==> src/rtl/seq_code_decoder_pkg.sv <==
// seq_code_decoder_pkg
//   Shared types and helpers for the registered code decoder and related
//   strobe generators.
//   - state_t       : pulse-mode FSM states (IDLE, HOLD)
//   - CNT_W         : width of the hold counter (holds up to 255 cycles)
//   - MAX_OUT       : widest decoded word the helpers can build
//   - inactive_word : word with every existing line at its inactive level
//   - onehot        : word with only line 'code' asserted, if it exists
package seq_code_decoder_pkg;

  localparam int CNT_W   = 8;
  localparam int MAX_OUT = 256;

  typedef enum logic {
    IDLE = 1'b0,
    HOLD = 1'b1
  } state_t;

  // Bits at or above n_out are left 0; callers slice off the lines they own.
  function automatic logic [MAX_OUT-1:0] inactive_word(input int n_out, input bit active_low);
    logic [MAX_OUT-1:0] w;
    w = '0;
    for (int i = 0; i < MAX_OUT; i++) begin
      if (i < n_out) w[i] = active_low;
    end
    return w;
  endfunction

  // A code that names a non-existent line yields the all-inactive word.
  function automatic logic [MAX_OUT-1:0] onehot(input logic [7:0] code, input int n_out,
                                                input bit active_low);
    logic [MAX_OUT-1:0] w;
    w = inactive_word(n_out, active_low);
    if (int'(code) < n_out) w[code] = ~active_low;
    return w;
  endfunction

endpackage

==> src/rtl/seq_code_decoder_hold_timer.sv <==
// hold_timer
//   Loadable down-counter used to time strobe widths.
//   Ports:
//     clk, rst    : clock, synchronous active-high reset (clears the count)
//     load        : load load_value this cycle (takes priority over dec)
//     load_value  : value to load
//     dec         : decrement by one; saturates at zero
//     value       : current count
//     last        : count == 1 (final cycle of a timed interval)
//     zero        : count == 0
module hold_timer
  import seq_code_decoder_pkg::*;
#(
  parameter int W = CNT_W
) (
  input  logic         clk,
  input  logic         rst,
  input  logic         load,
  input  logic [W-1:0] load_value,
  input  logic         dec,
  output logic [W-1:0] value,
  output logic         last,
  output logic         zero
);

  logic [W-1:0] cnt_reg;

  always_ff @(posedge clk) begin
    if (rst) begin
      cnt_reg <= '0;
    end else if (load) begin
      cnt_reg <= load_value;
    end else if (dec && (cnt_reg != '0)) begin
      cnt_reg <= cnt_reg - 1'b1;
    end
  end

  assign value = cnt_reg;
  assign last  = (cnt_reg == W'(1));
  assign zero  = (cnt_reg == '0);

endmodule

==> src/rtl/seq_code_decoder.sv <==
// seq_code_decoder
//   Registered SEL_W-bit to N_OUT-line decoder with a valid/ready input.
//   An accepted in-range code asserts exactly one line, either for
//   HOLD_CYCLES cycles (pulse mode) or until the next accept (HOLD_CYCLES=0,
//   level mode). Codes >= N_OUT are consumed, drive all lines inactive and
//   raise err for one cycle plus err_sticky until err_clr.
//   Ports:
//     clk, rst    : clock, synchronous active-high reset
//     in_valid    : code_in is valid
//     in_ready    : a code can be accepted this cycle
//     code_in     : code to decode
//     dec_out     : decoded lines, asserted level set by ACTIVE_LOW
//     busy        : a timed line is asserted (pulse mode only)
//     err         : one-cycle pulse after an out-of-range accept
//     err_sticky  : set by err, cleared by err_clr (set has priority)
//     err_clr     : clears err_sticky
module seq_code_decoder
  import seq_code_decoder_pkg::*;
#(
  parameter int SEL_W       = 4,
  parameter int N_OUT       = 10,
  parameter bit ACTIVE_LOW  = 1'b1,
  parameter int HOLD_CYCLES = 3
) (
  input  logic             clk,
  input  logic             rst,
  input  logic             in_valid,
  output logic             in_ready,
  input  logic [SEL_W-1:0] code_in,
  output logic [N_OUT-1:0] dec_out,
  output logic             busy,
  output logic             err,
  output logic             err_sticky,
  input  logic             err_clr
);

  localparam bit              PULSE     = (HOLD_CYCLES != 0);
  localparam logic [CNT_W-1:0] HOLD_LOAD = CNT_W'(HOLD_CYCLES);

  state_t             state_reg, state_next;
  logic [N_OUT-1:0]   dec_reg, dec_next;
  logic               err_reg, err_next;
  logic               err_sticky_reg, err_sticky_next;

  logic               tmr_load, tmr_dec, tmr_last, tmr_zero;
  logic [CNT_W-1:0]   tmr_load_value, tmr_value;

  logic [MAX_OUT-1:0] idle_word, code_word;
  logic [N_OUT-1:0]   idle_lines, code_lines;
  logic [7:0]         code8;
  logic               in_range, accept;
  logic               unused_bits;

  // Any in-range code fits in 8 bits because N_OUT <= MAX_OUT; wider codes
  // are only needed for the range comparison, which uses code_in directly.
  generate
    if (SEL_W >= 8) begin : g_code_trunc
      assign code8 = code_in[7:0];
    end else begin : g_code_pad
      assign code8 = {{(8 - SEL_W){1'b0}}, code_in};
    end
  endgenerate

  assign idle_word  = inactive_word(N_OUT, ACTIVE_LOW);
  assign code_word  = onehot(code8, N_OUT, ACTIVE_LOW);
  assign idle_lines = idle_word[N_OUT-1:0];
  assign code_lines = code_word[N_OUT-1:0];
  assign in_range   = (int'(code_in) < N_OUT);

  // In pulse mode a new code may land on the final hold cycle so that
  // back-to-back pulses join without an inactive gap.
  assign in_ready = ~rst & (~PULSE | (state_reg == IDLE) | tmr_last);
  assign accept   = in_valid & in_ready;

  hold_timer #(.W(CNT_W)) u_hold_timer (
    .clk        (clk),
    .rst        (rst),
    .load       (tmr_load),
    .load_value (tmr_load_value),
    .dec        (tmr_dec),
    .value      (tmr_value),
    .last       (tmr_last),
    .zero       (tmr_zero)
  );

  always_comb begin
    state_next     = state_reg;
    dec_next       = dec_reg;
    err_next       = 1'b0;
    tmr_load       = 1'b0;
    tmr_load_value = '0;
    tmr_dec        = 1'b0;

    if (accept) begin
      if (in_range) begin
        dec_next       = code_lines;
        tmr_load       = PULSE;
        tmr_load_value = HOLD_LOAD;
        state_next     = PULSE ? HOLD : IDLE;
      end else begin
        // Bad code abandons any running hold and blanks the outputs.
        dec_next       = idle_lines;
        err_next       = 1'b1;
        tmr_load       = 1'b1;
        tmr_load_value = '0;
        state_next     = IDLE;
      end
    end else if (state_reg == HOLD) begin
      tmr_dec = 1'b1;
      if (tmr_last) begin
        state_next = IDLE;
        dec_next   = idle_lines;
      end
    end

    err_sticky_next = err_next | (err_sticky_reg & ~err_clr);
  end

  always_ff @(posedge clk) begin
    if (rst) begin
      state_reg      <= IDLE;
      dec_reg        <= idle_lines;
      err_reg        <= 1'b0;
      err_sticky_reg <= 1'b0;
    end else begin
      state_reg      <= state_next;
      dec_reg        <= dec_next;
      err_reg        <= err_next;
      err_sticky_reg <= err_sticky_next;
    end
  end

  assign dec_out    = dec_reg;
  assign busy       = (state_reg == HOLD);
  assign err        = err_reg;
  assign err_sticky = err_sticky_reg;

  // Helper words are MAX_OUT wide; only the low N_OUT bits carry lines.
  assign unused_bits = ^{idle_word, code_word, tmr_value, tmr_zero};

endmodule

==> config.mk <==
export PLATFORM = sky130hd
export DESIGN_NAME = seq_code_decoder
export DESIGN_NICKNAME = d
export VERILOG_FILES = /design/src/rtl/seq_code_decoder_pkg.sv /design/src/rtl/seq_code_decoder_hold_timer.sv /design/src/rtl/seq_code_decoder.sv
export SDC_FILE = /design/constraint.sdc
export NUM_CORES = 1
export LEC_CHECK = 0
export BUFFER_PORTS_ARGS = -buffer_cell sky130_fd_sc_hd__clkbuf_2
export CAP_MARGIN = 10
export CORE_UTILIZATION = 45
export CTS_BUF_LIST = sky130_fd_sc_hd__clkbuf_4
export CTS_CLUSTER_DIAMETER = 30
export DETAILED_ROUTE_END_ITERATION = 10
export PLACE_DENSITY = 0.68
export SETUP_SLACK_MARGIN = 0.1
export SLEW_MARGIN = 30
export SYNTH_ARGS = -nofsm -noshare
export SYNTH_HDL_FRONTEND = slang
export SYNTH_HIERARCHICAL = 1
export SYNTH_SLANG_ARGS = --single-unit
==> constraint.sdc <==
create_clock -name clk -period 3.18 [get_ports clk]
set_input_delay 0.636 -clock clk [delete_from_list [all_inputs] [get_ports clk]]
set_output_delay 0.636 -clock clk [all_outputs]
set_load 0.05 [all_outputs]
==> run summary <==
• result of the run: complete, no violations
• top fanout value on the critical path: 7
• ys async rst share: 0
• cell count after synthesis: 117
• Clock transition at path regs: 110 ps
• arrival time at the worst endpoint: 2030 ps
• Period minus WS final: 2660 ps
• combinational power share: 0.269
• die outline height: 50.7 µm
• max-cap violation count: 0
• net switching component of the power: 191 µW
• clk sinks: 21
• Max Buffers Root-to-Sink: 2
• CTS buffer count: 3
• number of flip-flops in the largest register: 10
• Setup WS pre-CTS: 598 ps
• Initial DRC Count: 17
• number of nets still failing antenna checks after routing: 0
• reg-to-reg endpoint: u_hold_timer/value[5]$_SDFFE_PP0P_
• number of antenna violations at the first check in global routing: 0
• worst-case register-to-register setup slack: 550 ps
• GPL Wtd Cong: 0.846
• htree depth: 1
• synthesized cell area: 0.00107 mm²
• Seq/Total Area, Yosys: 0.394
• Worst Reg2Reg Path Length in Cells: 10
• internal power of the cells: 389 µW
• total count of max-transition violations in the final report: 0
• final hold violation count: 0
• # rows: 17
• number of global-route vias before repair: 859
• root buffer cell: sky130_fd_sc_hd__clkbuf_4
• critical path required time: 2540 ps
• origin of the worst min-delay path: err_sticky$_SDFF_PP0_
• remaining routing DRC violations: 0
• Clk network pwr share: 0.216
• P_leak: 0.492 nW
• number of enable flip-flop cells after synthesis: 0
• Worst Hold Path EP: err_sticky$_SDFF_PP0_
• Area Growth Syn to Fin: 15.7%
• pin count of the biggest net entering global routing: 18
• area of the core: 0.00223 mm²
• Worst Setup Path Type: reg -> out
• effective utilization at floorplan: 0.478
• switching power share of the total: 0.330
• DR vias: 945
• average cell area after synthesis: 9.12 µm²
• type of the worst min-delay path: reg -> reg
• input/output buffers: 21
• worst hold stages: 2
• final routed wire length divided by cell count: 12.5 µm
• number of instances resized during post-cts repair: 0
• number of warnings reported in the yosys synthesis log: 6
• total congestion overflow after global routing: 0
• number of diodes added for antenna fixing: 0
• ratio of cells with drive above 1 in the final layout: 0.222
• Die ar.: 0.00257 mm²
• critical path startpoint category: register
• number of storage elements in the synthesis netlist: 21
• Cell variety after synth: 42
• ratio of routed vias to standard cells: 5.49
• worst supply voltage drop on vdd: 0.243 mV
• r2r startpoint: u_hold_timer/value[2]$_SDFFE_PP0P_
• global-route usage over all layers: 0.188
• CTS tree: done
• upper clock frequency limit: 0.375 GHz
• Post-Route Setup TNS: 0 ps
• drt pass-1 iters: 5
• category of the worst setup path capture point: primary output
• WL final: 2.16 mm
• min setup slack post-route: 516 ps
• Post-CTS Hold Buffers: 0
• # Post-CTS Setup Buffers: 0
• RSZ-0062 raised after global routing: false
• Clock Skew: 1.62 ps
• sequential power share: 0.515
• most used flip-flop cell after synthesis: sky130_fd_sc_hd__dfxtp_1
• source-to-sink clock delay at the later pin of the worst-skew pair: 290 ps
• Detail Placement HPWL: 1.65 mm
• setup-violating endpoint count in the final report: 0
• period utilisation layout: 0.838
• post-route total power: 580 µW
• first-pass GRT wire length: 3.64 mm
• count of pins on the block boundary: 22
• power density normalized to cell area: 469 mW/mm²
• NumNets Final: 156
• die width: 50.7 µm
[worst max-delay path by stage]
stage	start	end	slack, ps	depth (start not counted)
final	u_hold_timer/value[2]$_SDFFE_PP0P_	in_ready	520	6
after detailed placement	u_hold_timer/value[2]$_SDFFE_PP0P_	u_hold_timer/value[5]$_SDFFE_PP0P_	600	10
after global placement	u_hold_timer/value[2]$_SDFFE_PP0P_	u_hold_timer/value[5]$_SDFFE_PP0P_	750	10
after CTS	u_hold_timer/value[2]$_SDFFE_PP0P_	in_ready	510	6
after global routing	u_hold_timer/value[2]$_SDFFE_PP0P_	u_hold_timer/value[3]$_SDFFE_PP0P_	380	9
after floorplan	u_hold_timer/value[2]$_SDFFE_PP0P_	in_ready	730	5
[cell usage in the layout, fill, tap and decap left out, types with 3 or more instances in the layout]
| master | count |
|---|---|
| sky130_fd_sc_hd__nor2b_1 | 3 |
| sky130_fd_sc_hd__dfxtp_1 | 21 |
| sky130_fd_sc_hd__clkbuf_4 | 3 |
| sky130_fd_sc_hd__xnor2_1 | 3 |
| sky130_fd_sc_hd__nand2_1 | 6 |
| sky130_fd_sc_hd__a2bb2oi_1 | 3 |
| sky130_fd_sc_hd__o32a_1 | 4 |
| sky130_fd_sc_hd__inv_1 | 7 |
| sky130_fd_sc_hd__a211oi_1 | 5 |
| sky130_fd_sc_hd__nor2_1 | 14 |
| sky130_fd_sc_hd__and2_1 | 3 |
| sky130_fd_sc_hd__nor3_1 | 3 |
| sky130_fd_sc_hd__conb_1 | 6 |
| sky130_fd_sc_hd__nand3_1 | 4 |
| sky130_fd_sc_hd__a21oi_1 | 5 |
| sky130_fd_sc_hd__clkbuf_2 | 21 |
| sky130_fd_sc_hd__ha_1 | 3 |
[through the flow]
step	hold slack [ps]	instances	util	area, µm²
final	478	172	0.553	1230
after floorplan	585	122	-	1090
after detailed placement	460	168	0.541	1210
after CTS	480	172	0.553	1230
after global placement	450	168	0.541	1210
after global routing	508	172	0.553	1230
[cell type report]
cell class                 count  area (µm²)
clock buffer                   3        22.5
fill                         219         998
sequential                    21         420
multi-input combinational     91         621
clock inverter                 1        5.00
timing repair buffer          21         105
tap                           28        35.0
inverter                       7        26.3
[cells by family (layout without fill, tap and decap cells)]
group,after synthesis,after routing,synth area share
other cells,1,6,0.00351
mux,1,1,0.00938
xor+xnor,3,3,0.0246
fa+ha+maj,3,3,0.0352
simple gates,49,49,0.270
compound gates,29,29,0.222
flops,21,21,0.394
buf+inv,10,32,0.0422
[cells in the mapped netlist (2+ instances only)]
cell type                   number  area share
sky130_fd_sc_hd__a211oi_1        5       0.035
sky130_fd_sc_hd__a21oi_1         5       0.023
sky130_fd_sc_hd__a2bb2oi_1       3       0.025
sky130_fd_sc_hd__and2_1          3       0.018
sky130_fd_sc_hd__dfxtp_1        21        0.39
sky130_fd_sc_hd__ha_1            3       0.035
sky130_fd_sc_hd__inv_1           7       0.025
sky130_fd_sc_hd__nand2_1         6       0.021
sky130_fd_sc_hd__nand2b_1        2       0.012
sky130_fd_sc_hd__nand3_1         4       0.019
sky130_fd_sc_hd__nand4_1         2       0.012
sky130_fd_sc_hd__nor2_1         14       0.049
sky130_fd_sc_hd__nor2b_1         3       0.018
sky130_fd_sc_hd__nor3_1          3       0.014
sky130_fd_sc_hd__nor3b_1         2       0.014
sky130_fd_sc_hd__nor4_1          2       0.012
sky130_fd_sc_hd__o21a_1          2       0.014
sky130_fd_sc_hd__o32a_1          4       0.038
sky130_fd_sc_hd__xnor2_1         3       0.025
[power groups by stage]
stage | logic [mW] | registers [mW] | clock network [mW]
2_1_floorplan | 0.115 | 0.310 | 0
3_3_place_gp | 0.152 | 0.304 | 0
3_5_place_dp | 0.154 | 0.304 | 0
4_1_cts | 0.155 | 0.298 | 0.135
5_1_grt | 0.174 | 0.301 | 0.146
6_report | 0.156 | 0.298 | 0.125
[critical path, stage by stage, from the launching register on]
cell	delay [ps]
sky130_fd_sc_hd__dfxtp_1	380
sky130_fd_sc_hd__nor4_4	450
sky130_fd_sc_hd__nor2b_1	250
sky130_fd_sc_hd__and3b_1	190
sky130_fd_sc_hd__nor2b_1	80
sky130_fd_sc_hd__nor2_1	100
sky130_fd_sc_hd__clkbuf_2	290
[per-layer routing]
| layer | global-route usage | vias to the layer above | share of wire | routed length [µm] |
|---|---|---|---|---|
| met3 | 0.0273 | 2 | 0.026 | 57 |
| met5 | 0 | - | 0 | 0 |
| met1 | 0.206 | 448 | 0.47 | 1020 |
| met4 | 0.125 | 0 | 0.0056 | 12 |
| met2 | 0.333 | 21 | 0.49 | 1060 |
| li1 | - | 474 | - | - |
Power figures use the tool's default switching activity.
